--- src/rtl/therm_dwa_decoder.sv ---
// Thermometer / data-weighted-averaging element selector for a unit-element DAC.
// Samples an unsigned code on en, clamps it to N_ELEM, and registers the enables.
//
// Ports:
//   clk, rst_n  - clock, asynchronous active-low reset
//   en          - sample strobe; mode and code are consumed only when high
//   mode        - 0 static thermometer, 1 DWA rotation
//   code        - requested number of active elements (clamped to N_ELEM)
//   sel         - registered element enables
//   ptr         - registered rotation pointer (next element to use)
//   valid_out   - one-cycle pulse when sel updates
//   ovf         - pulses with valid_out when the sampled code was clamped
module therm_dwa_decoder #(
    parameter int IN_W   = 3,
    parameter int N_ELEM = 6,
    parameter int PTR_W  = $clog2(N_ELEM)
) (
    input  logic              clk,
    input  logic              rst_n,
    input  logic              en,
    input  logic              mode,
    input  logic [IN_W-1:0]   code,
    output logic [N_ELEM-1:0] sel,
    output logic [PTR_W-1:0]  ptr,
    output logic              valid_out,
    output logic              ovf
);

    // SW holds values up to 2*N_ELEM-1 (pointer plus clamped count).
    localparam int SW = PTR_W + 1;
    localparam int CW = (IN_W > SW) ? IN_W : SW;
    localparam logic [CW-1:0] N_CW = CW'(N_ELEM);
    localparam logic [SW-1:0] N_SW = SW'(N_ELEM);

    logic [N_ELEM-1:0] sel_d, sel_q;
    logic [PTR_W-1:0]  ptr_d, ptr_q;
    logic              valid_d, valid_q;
    logic              ovf_d, ovf_q;

    logic              clamp;
    logic [SW-1:0]     k;
    logic [SW-1:0]     ptr_ext;
    logic [SW-1:0]     ptr_sum;
    logic [N_ELEM-1:0] therm;
    logic [N_ELEM-1:0] rot;

    always_comb begin
        clamp   = CW'(code) > N_CW;
        k       = clamp ? N_SW : SW'(code);
        ptr_ext = {1'b0, ptr_q};
        ptr_sum = ptr_ext + k;
        therm   = '0;
        rot     = '0;
        for (int i = 0; i < N_ELEM; i++) begin
            therm[i] = SW'(i) < k;
            // Element i is on when its distance ahead of ptr (mod N) is below k.
            rot[i] = ((SW'(i) >= ptr_ext) ? SW'(i) - ptr_ext
                                          : SW'(i) + N_SW - ptr_ext) < k;
        end
    end

    always_comb begin
        sel_d   = sel_q;
        ptr_d   = ptr_q;
        valid_d = 1'b0;
        ovf_d   = 1'b0;
        if (en) begin
            valid_d = 1'b1;
            ovf_d   = clamp;
            if (mode) begin
                sel_d = rot;
                // ptr + k < 2*N_ELEM, so one conditional subtract wraps it.
                ptr_d = PTR_W'((ptr_sum >= N_SW) ? ptr_sum - N_SW : ptr_sum);
            end else begin
                sel_d = therm;
                ptr_d = '0;
            end
        end
    end

    always_ff @(posedge clk or negedge rst_n) begin
        if (!rst_n) begin
            sel_q   <= '0;
            ptr_q   <= '0;
            valid_q <= 1'b0;
            ovf_q   <= 1'b0;
        end else begin
            sel_q   <= sel_d;
            ptr_q   <= ptr_d;
            valid_q <= valid_d;
            ovf_q   <= ovf_d;
        end
    end

    assign sel       = sel_q;
    assign ptr       = ptr_q;
    assign valid_out = valid_q;
    assign ovf       = ovf_q;

endmodule

--- config.mk ---
export PLATFORM = sky130hd
export DESIGN_NAME = therm_dwa_decoder
export DESIGN_NICKNAME = d
export VERILOG_FILES = /design/src/rtl/therm_dwa_decoder.sv
export SDC_FILE = /design/constraint.sdc
export NUM_CORES = 1
export LEC_CHECK = 0
export BUFFER_PORTS_ARGS = -buffer_cell sky130_fd_sc_hd__buf_4
export CORE_AREA = 2 2 53 55
export CTS_BUF_LIST = sky130_fd_sc_hd__clkbuf_8
export CTS_CLUSTER_DIAMETER = 60
export DETAILED_ROUTE_END_ITERATION = 8
export DIE_AREA = 0 0 55 57
export GPL_ROUTABILITY_DRIVEN = 1
export PLACE_DENSITY_LB_ADDON = 0.08
export SLEW_MARGIN = 20
export SYNTH_ARGS = -nofsm -noshare
export SYNTH_HDL_FRONTEND = slang
export SYNTH_SLANG_ARGS = --single-unit
--- constraint.sdc ---
create_clock -name clk -period 2 [get_ports clk]
set_input_delay 0.1 -clock clk [delete_from_list [all_inputs] [get_ports clk]]
set_output_delay 0.1 -clock clk [all_outputs]
set_load 0.02 [all_outputs]
==> metrics.md <==
| Metric | Value |
|---|---|
| Levels on crit path | `10` |
| DIE HEIGHT | `approximately 57 microns` |
| Fin util | `roughly three fifths` |
| Register Area | `~280 sq um` |
| Syn nets | `171` |
| First-pass GRT wire length | `4720 microns` |
| Relative slew margins | `about 78%` |
| Final worst setup slack | `slightly above 0.05 ns` |
| Netlist cell types | `33` |
| Max frequency | `a little over 500 MHz` |
| Post-synthesis instance area | `roughly 1200 sq um` |
| Via density | `roughly 5.4` |
| Worst slack at placement | `~0.021 ns` |
| FP Rows | `19` |
| Power Dens Cells | `slightly above 1000 nW/um^2` |
| TritonCTS Buffers | `3` |
| Met1 Track Usage GR | `24.6%` |
| Clk root buf | `clkbuf_8` |
| Worst reg-to-reg path cell count | `10` |
| GRT Util Overall | `20.7%` |
| Clock Path Buffers | `2` |
| Syn Inst Count | `roughly 130` |
| Bufs and invs on worst path | `3` |
| CP max stage delay | `between 0.4 and 0.5 ns` |
| RR Endpoint | `sel[4]$_DFFE_PN0P_` |
| Tot Pwr | `1.60 mW` |
| Final instance area | `1580 sq um` |
| Worst path cell trace | `inv_2 > ha_4 > inv_1 > ha_1 > buf_4 > o21ai_0 > ha_1 > o21ai_0 > o211ai_1 > nand3_1` |
| Post-Synth XOR/XNOR Area | `about 2.9%` |
| Clock latency on the worst-skew pair | `about 0.25 ns` |
| Worst setup path category | `reg2reg` |
| Initial antenna violation count | `0` |
| DIE WIDTH | `around 55 microns` |
| Max cap viols | `0` |
| Final Skew | `roughly 0.0095 ns` |
| # DRC | `0` |
| Layout overhead on the synthesized area | `30.7%` |
| Clock transition at path regs | `0.06 ns` |
| Synth Warn # | `0` |
| Area taken by multi-input logic gates | `approximately 940 sq um` |
| Post-DP Area | `approximately 1500 sq um` |
| Largest net degree at the start of global routing | `19` |
| Peak VDD IR | `roughly 650 uV` |
| Final Hold Fails | `0` |
| Share of cells above drive strength 1 | `30.4%` |
| Tmin final | `roughly 1.9 ns` |
| R2R setup slack | `approximately 0.051 ns` |
| N_diodes | `0` |
| Vias | `1,034` |
| Die ar. | `around 3100 sq um` |
| Worst Path Max Fanout | `4` |
| Initial drt markers | `15` |
| WL/cell | `roughly 15 microns` |
| RSZ-0062 raised after global routing | `true` |
| Worst setup SP type | `register` |
| Seq cells post-synth | `11` |
| Mux contribution to synthesized area | `approximately 3.8%` |
| Hold EP | `valid_out$_DFF_PN0_` |
| Hold path startpoint | `en` |
| Fin crit share | `a little over nine tenths` |
| Crit path max-delay family | `adder cells` |
| CP max-delay cell | `dfrtp_2` |
| Seq/Total Area, Yosys | `about 23%` |
| Htree depth | `1` |
| Number of global-route vias before repair | `1,044` |
| Hold Path Stages | `1` |
| Nets | `between 200 and 250` |
| Routed Antenna Nets | `0` |
| DRT Pass-1 Iters | `4` |
| Post-synthesis simple-gate area fraction | `13.6%` |
| Static Leak | `roughly 0.76 nW` |
| Routing usage on met3 | `under 10%` |
| Routed WL | `2860 microns` |
| Fin Hold WS | `around 0.11 ns` |
| DP HPWL | `roughly 2300 microns` |
| Num ports | `18` |
| Gr ovfl total | `0` |
| Worst EP required | `2.18 ns` |
| I/O Buffers | `17` |
| RR Startpoint | `ptr[0]$_DFFE_PN0P_` |
| CTS sink cnt | `11` |
| TritonCTS clock tree | `done` |
| Largest family of logic cells by synthesized area | `adder cells` |
| GRT busiest layer | `met2` |
| GR Util met2 | `between 30% and 40%` |
| CP endpoint kind | `register` |
| Final Wtd Congestion | `between 0.7 and 0.8` |
| Mean area per synthesized cell | `9.14 sq um` |
| Worst EP arrival | `between 2 and 2.5 ns` |
| Hold Path Class | `in2reg` |
| Adder-cell area share of the yosys netlist | `33.8%` |
| Fill cells | `about 240` |
| Finish-stage setup viols | `0` |
| Pin slew with the least headroom to its limit | `0.330 ns` |
| Outcome | `complete, no violations` |
| Compound-Gate Fraction of Synth Area | `17.2%` |
| Slew Limit Fails | `0` |
| Core area | `between 2000 and 3000 sq um` |
| Initial Utilization | `a little under half` |
==> registers in the layout (all words and copies together), names as in the netlist <==
signal / count
ovf: 1
ptr: 3
sel: 6
valid_out: 1
==> stage by stage <==
step	TNS, ns	cells
floorplan	0	132
global placement	0	185
detailed placement	0	185
CTS	0	191
global route	-0.0769	192
finish	0	192
==> area by class of cell <==
class	instances	area share, %
Clock buffer	3	2.62
Tap cell	31	2.46
Multi-Input combinational cell	103	59.8
Sequential cell	11	17.7
Clock inverter	1	0.238
Timing Repair Buffer	28	13.5
Inverter	15	3.73
==> per-layer routing <==
| metal | part of all wire [%] | up-vias |
|---|---|---|
| li1 | - | 521 |
| met1 | 42 | 476 |
| met2 | 50 | 28 |
| met3 | 5.1 | 9 |
| met4 | 2.6 | 0 |
| met5 | 0 | - |
==> cell usage after synthesis (all sizes together) <==
cell type / count / area share, %
ha: 31 / 32
inv: 15 / 4.7
dfrtp: 11 / 23
a21oi: 10 / 4.5
o21ai: 9 / 3.7
nor2: 8 / 2.5
nor2b: 7 / 3.6
nand2: 6 / 2.5
nand3: 3 / 1.2
o22ai: 3 / 1.6
xnor2: 3 / 2.2
a211oi: 2 / 1.2
a311oi: 2 / 2.0
a31oi: 2 / 1.0
buf: 2 / 0.83
mux2: 2 / 2.2
mux2i: 2 / 1.7
nand2b: 2 / 1.0
nor3: 2 / 0.83
o211ai: 2 / 1.2
and2: 1 / 0.52
clkbuf: 1 / 0.31
fa: 1 / 1.7
nand3b: 1 / 0.62
nand4b: 1 / 0.73
o21a: 1 / 0.62
o41ai: 1 / 1.3
xor2: 1 / 0.73
==> worst register-to-register path, stage by stage, from the launching register on <==
cell and delay [ns]:
dfrtp_2 0.44, inv_2 0.10, ha_4 0.16, inv_1 0.05, ha_1 0.19, buf_4 0.15, o21ai_0 0.24, ha_1 0.28
o21ai_0 0.07, o211ai_1 0.11, nand3_1 0.09
==> worst max path at each step <==
stage	start	to
floorplan	ptr[1]$_DFFE_PN0P_	sel[0]$_DFFE_PN0P_
global placement	ptr[1]$_DFFE_PN0P_	sel[2]$_DFFE_PN0P_
detailed placement	ptr[1]$_DFFE_PN0P_	sel[0]$_DFFE_PN0P_
CTS	ptr[1]$_DFFE_PN0P_	sel[0]$_DFFE_PN0P_
global route	ptr[0]$_DFFE_PN0P_	sel[4]$_DFFE_PN0P_
finish	ptr[0]$_DFFE_PN0P_	sel[4]$_DFFE_PN0P_
==> power breakdown <==
part / switching [mW] / internal [mW] / leakage [nW]
clock network: 0.0931 / 0.135 / 0.0269
logic: 0.542 / 0.513 / 0.601
registers: 0.0409 / 0.278 / 0.129
==> what timing repair did <==
action	CTS	global route
pin swaps	0	0
endpoints found under the setup margin	1	3
hold endpoints to repair	11	0
setup buffers	1	1
hold buffers	1	0
resized for setup	0	8
==> placed cells by master (no fill, tap or decap), types with 3 or more instances in the layout <==
cell type  count
o21ai_0        8
nand2_1        5
ha_4           5
clkbuf_8       3
a21oi_1        9
dfrtp_1        8
buf_4         27
nand3_1        3
o22ai_1        3
nor2b_1        7
nor2_1         8
inv_1         12
ha_1          26
dfrtp_2        3
inv_2          3
==> logic make-up after synthesis <==
kind of cell / Yosys count
buf+inv: 18
mux: 4
fa+ha+maj: 32
simple gates: 31
compound gates: 32
xor+xnor: 4
flops: 11
(Power assumes the default switching activity.)
